===== src/rtl/mux_scan_pkg.sv =====
// Shared types and helpers for the N:1 scan mux (state encoding, masked channel search).
// Pure declarations; no clocked logic here.
package mux_scan_pkg;

  typedef enum logic [1:0] {IDLE, MANUAL, SCAN} state_e;

  // Mask vectors are zero-extended to this width so one helper serves any CHANNELS.
  localparam int MAX_CH = 64;
  localparam int MAX_CW = 6;

  // Nearest enabled channel at or after cur (incl=1) or strictly after it (incl=0), wrapping at n.
  function automatic int next_chan(input logic [MAX_CH-1:0] mask, input int cur,
                                   input int n, input bit incl);
    int  c;
    int  res;
    bit  found;
    res   = cur;
    found = 1'b0;
    for (int i = 0; i < MAX_CH; i++) begin
      if (!found && i < n) begin
        c = cur + i + (incl ? 0 : 1);
        if (c >= n) c = c - n;
        if (mask[c[MAX_CW-1:0]]) begin
          res   = c;
          found = 1'b1;
        end
      end
    end
    return res;
  endfunction

endpackage


===== src/rtl/mux_scan_ctrl.sv =====
// Selection FSM with dwell and channel counters; emits the channel to load next edge.
// Outputs are combinational from inputs and state; the top registers them (1-cycle latency).
module mux_scan_ctrl
  import mux_scan_pkg::*;
#(
  parameter  int CHANNELS = 4,
  parameter  int DWELL    = 4,
  localparam int SW       = $clog2(CHANNELS)
) (
  input  logic                clk_i,
  input  logic                rst_ni,
  input  logic                enable_i,
  input  logic                mode_i,
  input  logic [SW-1:0]       sel_i,
  input  logic [CHANNELS-1:0] mask_i,
  output logic [SW-1:0]       chan_o,
  output logic                vld_o,
  output logic                upd_o
);

  localparam int DW = $clog2(DWELL + 1);

  state_e            state_q, state_d;
  logic [SW-1:0]     chan_q, chan_d;
  logic [DW-1:0]     dwell_q, dwell_d;
  logic [MAX_CH-1:0] mask_ext;
  logic              sel_legal;
  logic [SW-1:0]     start;

  always_comb begin
    mask_ext                 = '0;
    mask_ext[CHANNELS-1:0]   = mask_i;
    sel_legal                = int'(sel_i) < CHANNELS;
    start                    = sel_legal ? sel_i : '0;

    state_d = state_q;
    chan_d  = chan_q;
    dwell_d = dwell_q;
    chan_o  = chan_q;
    vld_o   = 1'b0;
    upd_o   = 1'b0;

    if (!enable_i) begin
      state_d = IDLE;
    end else if (!mode_i) begin
      state_d = MANUAL;
      chan_o  = sel_i;
      upd_o   = 1'b1;
      vld_o   = sel_legal;
    end else begin
      state_d = SCAN;
      // With every channel masked off nothing is selectable: hold counters and output.
      if (|mask_i) begin
        if (state_q != SCAN) begin
          chan_d  = SW'(next_chan(mask_ext, int'(start), CHANNELS, 1'b1));
          dwell_d = '0;
        end else if (dwell_q == DW'(DWELL - 1)) begin
          chan_d  = SW'(next_chan(mask_ext, int'(chan_q), CHANNELS, 1'b0));
          dwell_d = '0;
        end else begin
          dwell_d = dwell_q + DW'(1);
        end
        chan_o = chan_d;
        upd_o  = 1'b1;
        vld_o  = 1'b1;
      end
    end
  end

  always_ff @(posedge clk_i or negedge rst_ni) begin
    if (!rst_ni) begin
      state_q <= IDLE;
      chan_q  <= '0;
      dwell_q <= '0;
    end else begin
      state_q <= state_d;
      chan_q  <= chan_d;
      dwell_q <= dwell_d;
    end
  end

endmodule


===== src/rtl/mux_scan_nx1.sv =====
// Registered N:1 mux with manual or auto-scan selection; 1-cycle latency, no backpressure.
// MUX_SCAN_MASK_EN adds a Mask port so scan mode skips disabled channels.
module mux_scan_nx1
  import mux_scan_pkg::*;
#(
  parameter  int WIDTH    = 1,
  parameter  int CHANNELS = 4,
  parameter  int DWELL    = 4,
  localparam int SW       = $clog2(CHANNELS)
) (
  input  logic                      Clk,
  input  logic                      Rst_n,
`ifdef MUX_SCAN_MASK_EN
  input  logic [CHANNELS-1:0]       Mask,
`endif
  input  logic [CHANNELS*WIDTH-1:0] Data,
  input  logic [SW-1:0]             Sel,
  input  logic                      Mode,
  input  logic                      Enable,
  output logic [WIDTH-1:0]          Z,
  output logic                      ZValid,
  output logic [SW-1:0]             ChanOut
);

  logic [CHANNELS-1:0] mask_en;
  logic [SW-1:0]       sel_chan;
  logic                sel_vld;
  logic                sel_upd;
  logic [WIDTH-1:0]    lane;
  logic [WIDTH-1:0]    z_q, z_d;
  logic                zvalid_q, zvalid_d;
  logic [SW-1:0]       chan_out_q, chan_out_d;

`ifdef MUX_SCAN_MASK_EN
  assign mask_en = Mask;
`else
  assign mask_en = '1;
`endif

  mux_scan_ctrl #(
    .CHANNELS (CHANNELS),
    .DWELL    (DWELL)
  ) u_ctrl (
    .clk_i    (Clk),
    .rst_ni   (Rst_n),
    .enable_i (Enable),
    .mode_i   (Mode),
    .sel_i    (Sel),
    .mask_i   (mask_en),
    .chan_o   (sel_chan),
    .vld_o    (sel_vld),
    .upd_o    (sel_upd)
  );

  always_comb begin
    lane = '0;
    for (int k = 0; k < CHANNELS; k++) begin
      if (sel_chan == SW'(k)) lane = Data[k*WIDTH +: WIDTH];
    end

    z_d        = z_q;
    chan_out_d = chan_out_q;
    zvalid_d   = sel_vld;
    // An update without a valid channel (illegal manual select) clears the word.
    if (sel_upd) begin
      z_d        = sel_vld ? lane : '0;
      chan_out_d = sel_chan;
    end
  end

  always_ff @(posedge Clk or negedge Rst_n) begin
    if (!Rst_n) begin
      z_q        <= '0;
      zvalid_q   <= 1'b0;
      chan_out_q <= '0;
    end else begin
      z_q        <= z_d;
      zvalid_q   <= zvalid_d;
      chan_out_q <= chan_out_d;
    end
  end

  assign Z       = z_q;
  assign ZValid  = zvalid_q;
  assign ChanOut = chan_out_q;

endmodule


===== config.mk =====
export PLATFORM = sky130hd
export DESIGN_NAME = mux_scan_nx1
export DESIGN_NICKNAME = d
export VERILOG_FILES = /design/src/rtl/mux_scan_pkg.sv /design/src/rtl/mux_scan_ctrl.sv /design/src/rtl/mux_scan_nx1.sv
export SDC_FILE = /design/constraint.sdc
export NUM_CORES = 1
export LEC_CHECK = 0
export CAP_MARGIN = 20
export CORE_ASPECT_RATIO = 0.8
export CORE_UTILIZATION = 38
export DETAILED_ROUTE_END_ITERATION = 8
export GPL_TIMING_DRIVEN = 1
export PLACE_DENSITY = 0.68
export RECOVER_POWER = 100
export SLEW_MARGIN = 10
export SYNTH_ARGS = -nofsm -noshare
export SYNTH_HDL_FRONTEND = slang
export SYNTH_SLANG_ARGS = --single-unit

===== constraint.sdc =====
create_clock -name Clk -period 2.8 [get_ports Clk]
set_input_delay 0.56 -clock Clk [delete_from_list [all_inputs] [get_ports Clk]]
set_output_delay 0.56 -clock Clk [all_outputs]
set_load 0.01 [all_outputs]

==> metrics.log <==
[metrics] post-CTS sizing: 0
[metrics] vias: around 660
[metrics] endpoint required time on the critical path: about 3.0 ns
[metrics] Worst Setup Slack post-DPL: 0.546 ns
[metrics] cell count after synthesis: 80
[metrics] number of max-cap violations: 0
[metrics] RSZ-0062 raised after global routing: false
[metrics] DR WL/cell: approximately 14 um
[metrics] share of synthesized area occupied by flip-flops and latches: a little under two fifths
[metrics] antenna violations before repair: 0
[metrics] total nets after synthesis: 94
[metrics] number of diodes: 0
[metrics] met2 wirelength from detailed routing: 698 um
[metrics] switching share of power: about a third
[metrics] chip height: around 41 um
[metrics] number of library cell types mapped by synthesis: 34
[metrics] DIE WIDTH: between 50 and 60 um
[metrics] Worst Reg2Reg Path Length in Cells: 6
[metrics] clock tree buffer depth: 2
[metrics] setup TNS: 0 ns
[metrics] final cycle utilization of the critical path: between 70% and 80%
[metrics] P per Cell Area: about 440 nW/um^2
[metrics] leakage power summed over all cells: just over 0.0004 uW
[metrics] peak supply drop: between 0.0002 and 0.0003 V
[metrics] fill count: ~180
[metrics] element type at the critical path start: primary input
[metrics] TritonCTS clock tree: done
[metrics] routed wire length on met3: around 110 um
[metrics] area share of the leading cell type in the synthesized netlist: between 30% and 40%
[metrics] total grt overflow: 0
[metrics] post-CTS clock slew at the launch and capture registers of the worst setup and hold paths: roughly 0.080 ns
[metrics] Vias/cell: ~5.6
[metrics] most instantiated library cell after synthesis: sky130_fd_sc_hd__dfrtp_1
[metrics] top cell types by occurrence after synthesis: 11 x sky130_fd_sc_hd__dfrtp_1, 9 x sky130_fd_sc_hd__o21ai_0, 6 x sky130_fd_sc_hd__nor2_1, 5 x sky130_fd_sc_hd__inv_1, 5 x sky130_fd_sc_hd__nand2_1
[metrics] highest routed layer: met4
[metrics] Peak Freq: around 490 MHz
[metrics] number of buffers inserted during clock tree synthesis: 3
[metrics] wire length of the first global-routing pass: approximately 2.6 mm
[metrics] Non-Filler Instances: 116
[metrics] Detailed Route WL: ~1.6 mm
[metrics] Post-synth top flop: sky130_fd_sc_hd__dfrtp_1
[metrics] Setup crit end: Z$_DFFE_PN0P_
[metrics] Worst path slowest cell: sky130_fd_sc_hd__dlygate4sd3_1
[metrics] DRC Markers: 0
[metrics] post-synthesis cell type with the largest combined area: sky130_fd_sc_hd__dfrtp_1
[metrics] Final ANT Viol Nets: 0
[metrics] fraction of power consumed by combinational cells: 24.1%
[metrics] post-synthesis sequential element count: 11
[metrics] start-to-end type of the worst setup path: in2reg
[metrics] root buffer cell: sky130_fd_sc_hd__clkbuf_4
[metrics] Worst-Skew Late Latency: roughly 0.28 ns
[metrics] total clock sinks: 11
[metrics] estimated wirelength of the detail-placed design: 1.23 mm
[metrics] register area: ~280 um^2
[metrics] Area contributors post-synth: sky130_fd_sc_hd__dfrtp_1 38%, sky130_fd_sc_hd__ha_1 6.8%, sky130_fd_sc_hd__o21ai_0 6.1%, sky130_fd_sc_hd__a21o_1 3.1%, sky130_fd_sc_hd__nor2_1 3.1%
[metrics] number of endpoints failing setup at the final stage: 0
[metrics] area of the die: about 2100 um^2
[metrics] proportion of layout cells with a drive suffix above 1: 8.51%
[metrics] EDFF count, synth: 0
[metrics] row count: 13
[metrics] Arr. time, crit path: between 2 and 2.5 ns
[metrics] wire length on met1: 757 um
[metrics] Pre-Repair DR Iteration Count: 4
[metrics] r2r startpoint: u_ctrl.chan_q[0]$_DFFE_PN0P_
[metrics] Post-Place Cells: ~110
[metrics] cells along the critical path: dlygate4sd3_1, and3b_1, o21ai_0, a21oi_1, a32oi_1, o211ai_2
[metrics] number of buffers inserted for hold repair after clock tree synthesis: 0
[metrics] sequential share of power: between 40% and 50%
[metrics] final worst-path setup slack: 0.748 ns
[metrics] mean instance size in the synthesized netlist: 9.17 um^2
[metrics] count of pins over their slew limit: 0
[metrics] clock group share of total power: approximately 28%
[metrics] final weighted congestion of routability-driven global placement: slightly below 0.9
[metrics] setup fix buffers added after clock tree synthesis: 0
[metrics] shortest period the worst path allows: between 2 and 2.5 ns
[metrics] Setup Skew: 0.00571 ns
[metrics] worst rel slew slack: 66.2%
[metrics] type of element capturing the critical path: flop
[metrics] placeable core area: 1710 um^2
[metrics] transition at the pin with the smallest max-transition slack: 0.505 ns
[metrics] I/O pins: 14
[metrics] maximum number of pins on one net before global-route repair: 13
[metrics] Layout Area Growth over Synthesis: 21.8%
[metrics] internal power: 273 uW
[metrics] vias in the first global route: 568
[metrics] Warnings, synthesis: 0
[metrics] number of design-rule violations left by the first detailed-router iteration: 20
[metrics] count of buffers inserted at the top-level ports: 13
[metrics] run status: completed
[metrics] total cell area at the placement stage: approximately 870 um^2
[metrics] delay of the slowest cell on the worst path: about 0.60 ns
[metrics] total global-route track usage: roughly 18%
[metrics] switching power summed over all nets: about 120 uW
[metrics] capture point of the worst reg-to-reg path: Z$_DFFE_PN0P_
[metrics] Net count, final: ~110
[metrics] endpoints failing hold: 0
[metrics] Netlist Area Pre-Place: around 730 um^2
[metrics] multi-input combinational cell area: just over 400 um^2
[metrics] flop-to-flop setup slack: around 0.84 ns
[metrics] crit path from: Mode
[metrics] Hold Crit Class: reg2reg
[metrics] starting density of the core: a little over two fifths
[metrics] total non-filler cell area in the finished layout: 893 um^2
[metrics] H-tree depth: 1
[metrics] async set or reset register ratio after synthesis: 100%
[metrics] Max FO, Critical Path: 9
cells by family after synthesis:
family	after synthesis	share of synthesized area (%)
flops	11	37.5
fa+ha+maj	4	6.83
mux	1	1.37
buf+inv	8	5.63
compound gates	29	27.6
simple gates	26	19.8
xor+xnor	1	1.19
how the worst min path moves through the flow:
stage / startpoint / endpoint / depth (start not counted)
finish: ChanOut[0]$_DFFE_PN0P_ / ChanOut[0]$_DFFE_PN0P_ / 1
global route: ChanOut[0]$_DFFE_PN0P_ / ChanOut[0]$_DFFE_PN0P_ / 1
CTS: ChanOut[0]$_DFFE_PN0P_ / ChanOut[0]$_DFFE_PN0P_ / 1
detailed placement: ChanOut[0]$_DFFE_PN0P_ / ChanOut[0]$_DFFE_PN0P_ / 1
global placement: ChanOut[1]$_DFFE_PN0P_ / ChanOut[1]$_DFFE_PN0P_ / 1
floorplan: Rst_n / ChanOut[0]$_DFFE_PN0P_ / 0
area by class of cell:
| class | instances | share of cell area (%) |
|---|---|---|
| clock inverter | 1 | 0.560 |
| clock buffer | 3 | 2.52 |
| tap | 22 | 3.08 |
| sequential | 11 | 30.8 |
| inverter | 5 | 2.10 |
| timing repair buffer | 13 | 14.6 |
| multi-input combinational | 61 | 46.4 |
placed cells by master, fill, tap and decap left out:
cell,count
sky130_fd_sc_hd__a32oi_1,2
sky130_fd_sc_hd__dlygate4sd3_1,7
sky130_fd_sc_hd__dfrtp_1,11
sky130_fd_sc_hd__inv_1,5
sky130_fd_sc_hd__ha_1,4
sky130_fd_sc_hd__or2b_1,1
sky130_fd_sc_hd__and4bb_1,1
sky130_fd_sc_hd__a21o_2,1
sky130_fd_sc_hd__nand3b_1,1
sky130_fd_sc_hd__and2b_1,1
sky130_fd_sc_hd__xnor2_1,1
sky130_fd_sc_hd__a31o_1,1
sky130_fd_sc_hd__a21oi_1,4
sky130_fd_sc_hd__nand2_1,5
sky130_fd_sc_hd__and3b_1,1
sky130_fd_sc_hd__o2111ai_1,1
sky130_fd_sc_hd__o21ai_0,9
sky130_fd_sc_hd__and3_1,1
sky130_fd_sc_hd__o22ai_1,1
sky130_fd_sc_hd__nor2b_1,2
sky130_fd_sc_hd__a21o_1,3
sky130_fd_sc_hd__clkinv_2,1
sky130_fd_sc_hd__o21a_1,1
sky130_fd_sc_hd__a41oi_2,1
sky130_fd_sc_hd__o211ai_2,1
sky130_fd_sc_hd__clkbuf_4,3
sky130_fd_sc_hd__nor2_1,7
sky130_fd_sc_hd__mux2i_1,1
sky130_fd_sc_hd__nand2b_1,3
sky130_fd_sc_hd__o211ai_1,2
sky130_fd_sc_hd__a31oi_1,1
sky130_fd_sc_hd__a211oi_1,1
sky130_fd_sc_hd__nor2_2,1
sky130_fd_sc_hd__nand3_1,2
sky130_fd_sc_hd__clkdlybuf4s50_1,6
layer usage:
metal  GRT usage, %  vias up
li1               -      318
met1           24.9      310
met2           25.3       23
met3           6.52        4
met4           10.4        0
met5              0        -
sequential cells by signal, indices dropped and copies added, names as in the netlist:
register	flops
u_ctrl.chan_q	2
u_ctrl.state_q	2
ChanOut	2
u_ctrl.dwell_q	3
ZValid	1
Z	1
power groups by stage:
stage	combinational, uW	clock, uW	sequential (uW)
after floorplan	62.5	0	188
after global placement	96.5	0	192
after detailed placement	98.3	0	193
after CTS	99.1	117	190
after global routing	108	123	192
final	95.7	113	189
stage by stage:
stage          hold WS, ns  util [%]  power, uW
6_report             0.479      52.3        397
5_1_grt              0.500      52.3        423
4_1_cts              0.491      52.5        406
3_5_place_dp         0.474      50.8        291
3_3_place_gp         0.465      50.8        289
2_1_floorplan        0.264         -        251
worst max-delay path: cells and delay by family:
kind | cells | cell delay (ns)
buffers and inverters | 1 | 0.60
AOI/OAI and AO/OA | 4 | 0.75
and+or+nand+nor | 1 | 0.30
Power figures use the tool's default switching activity.
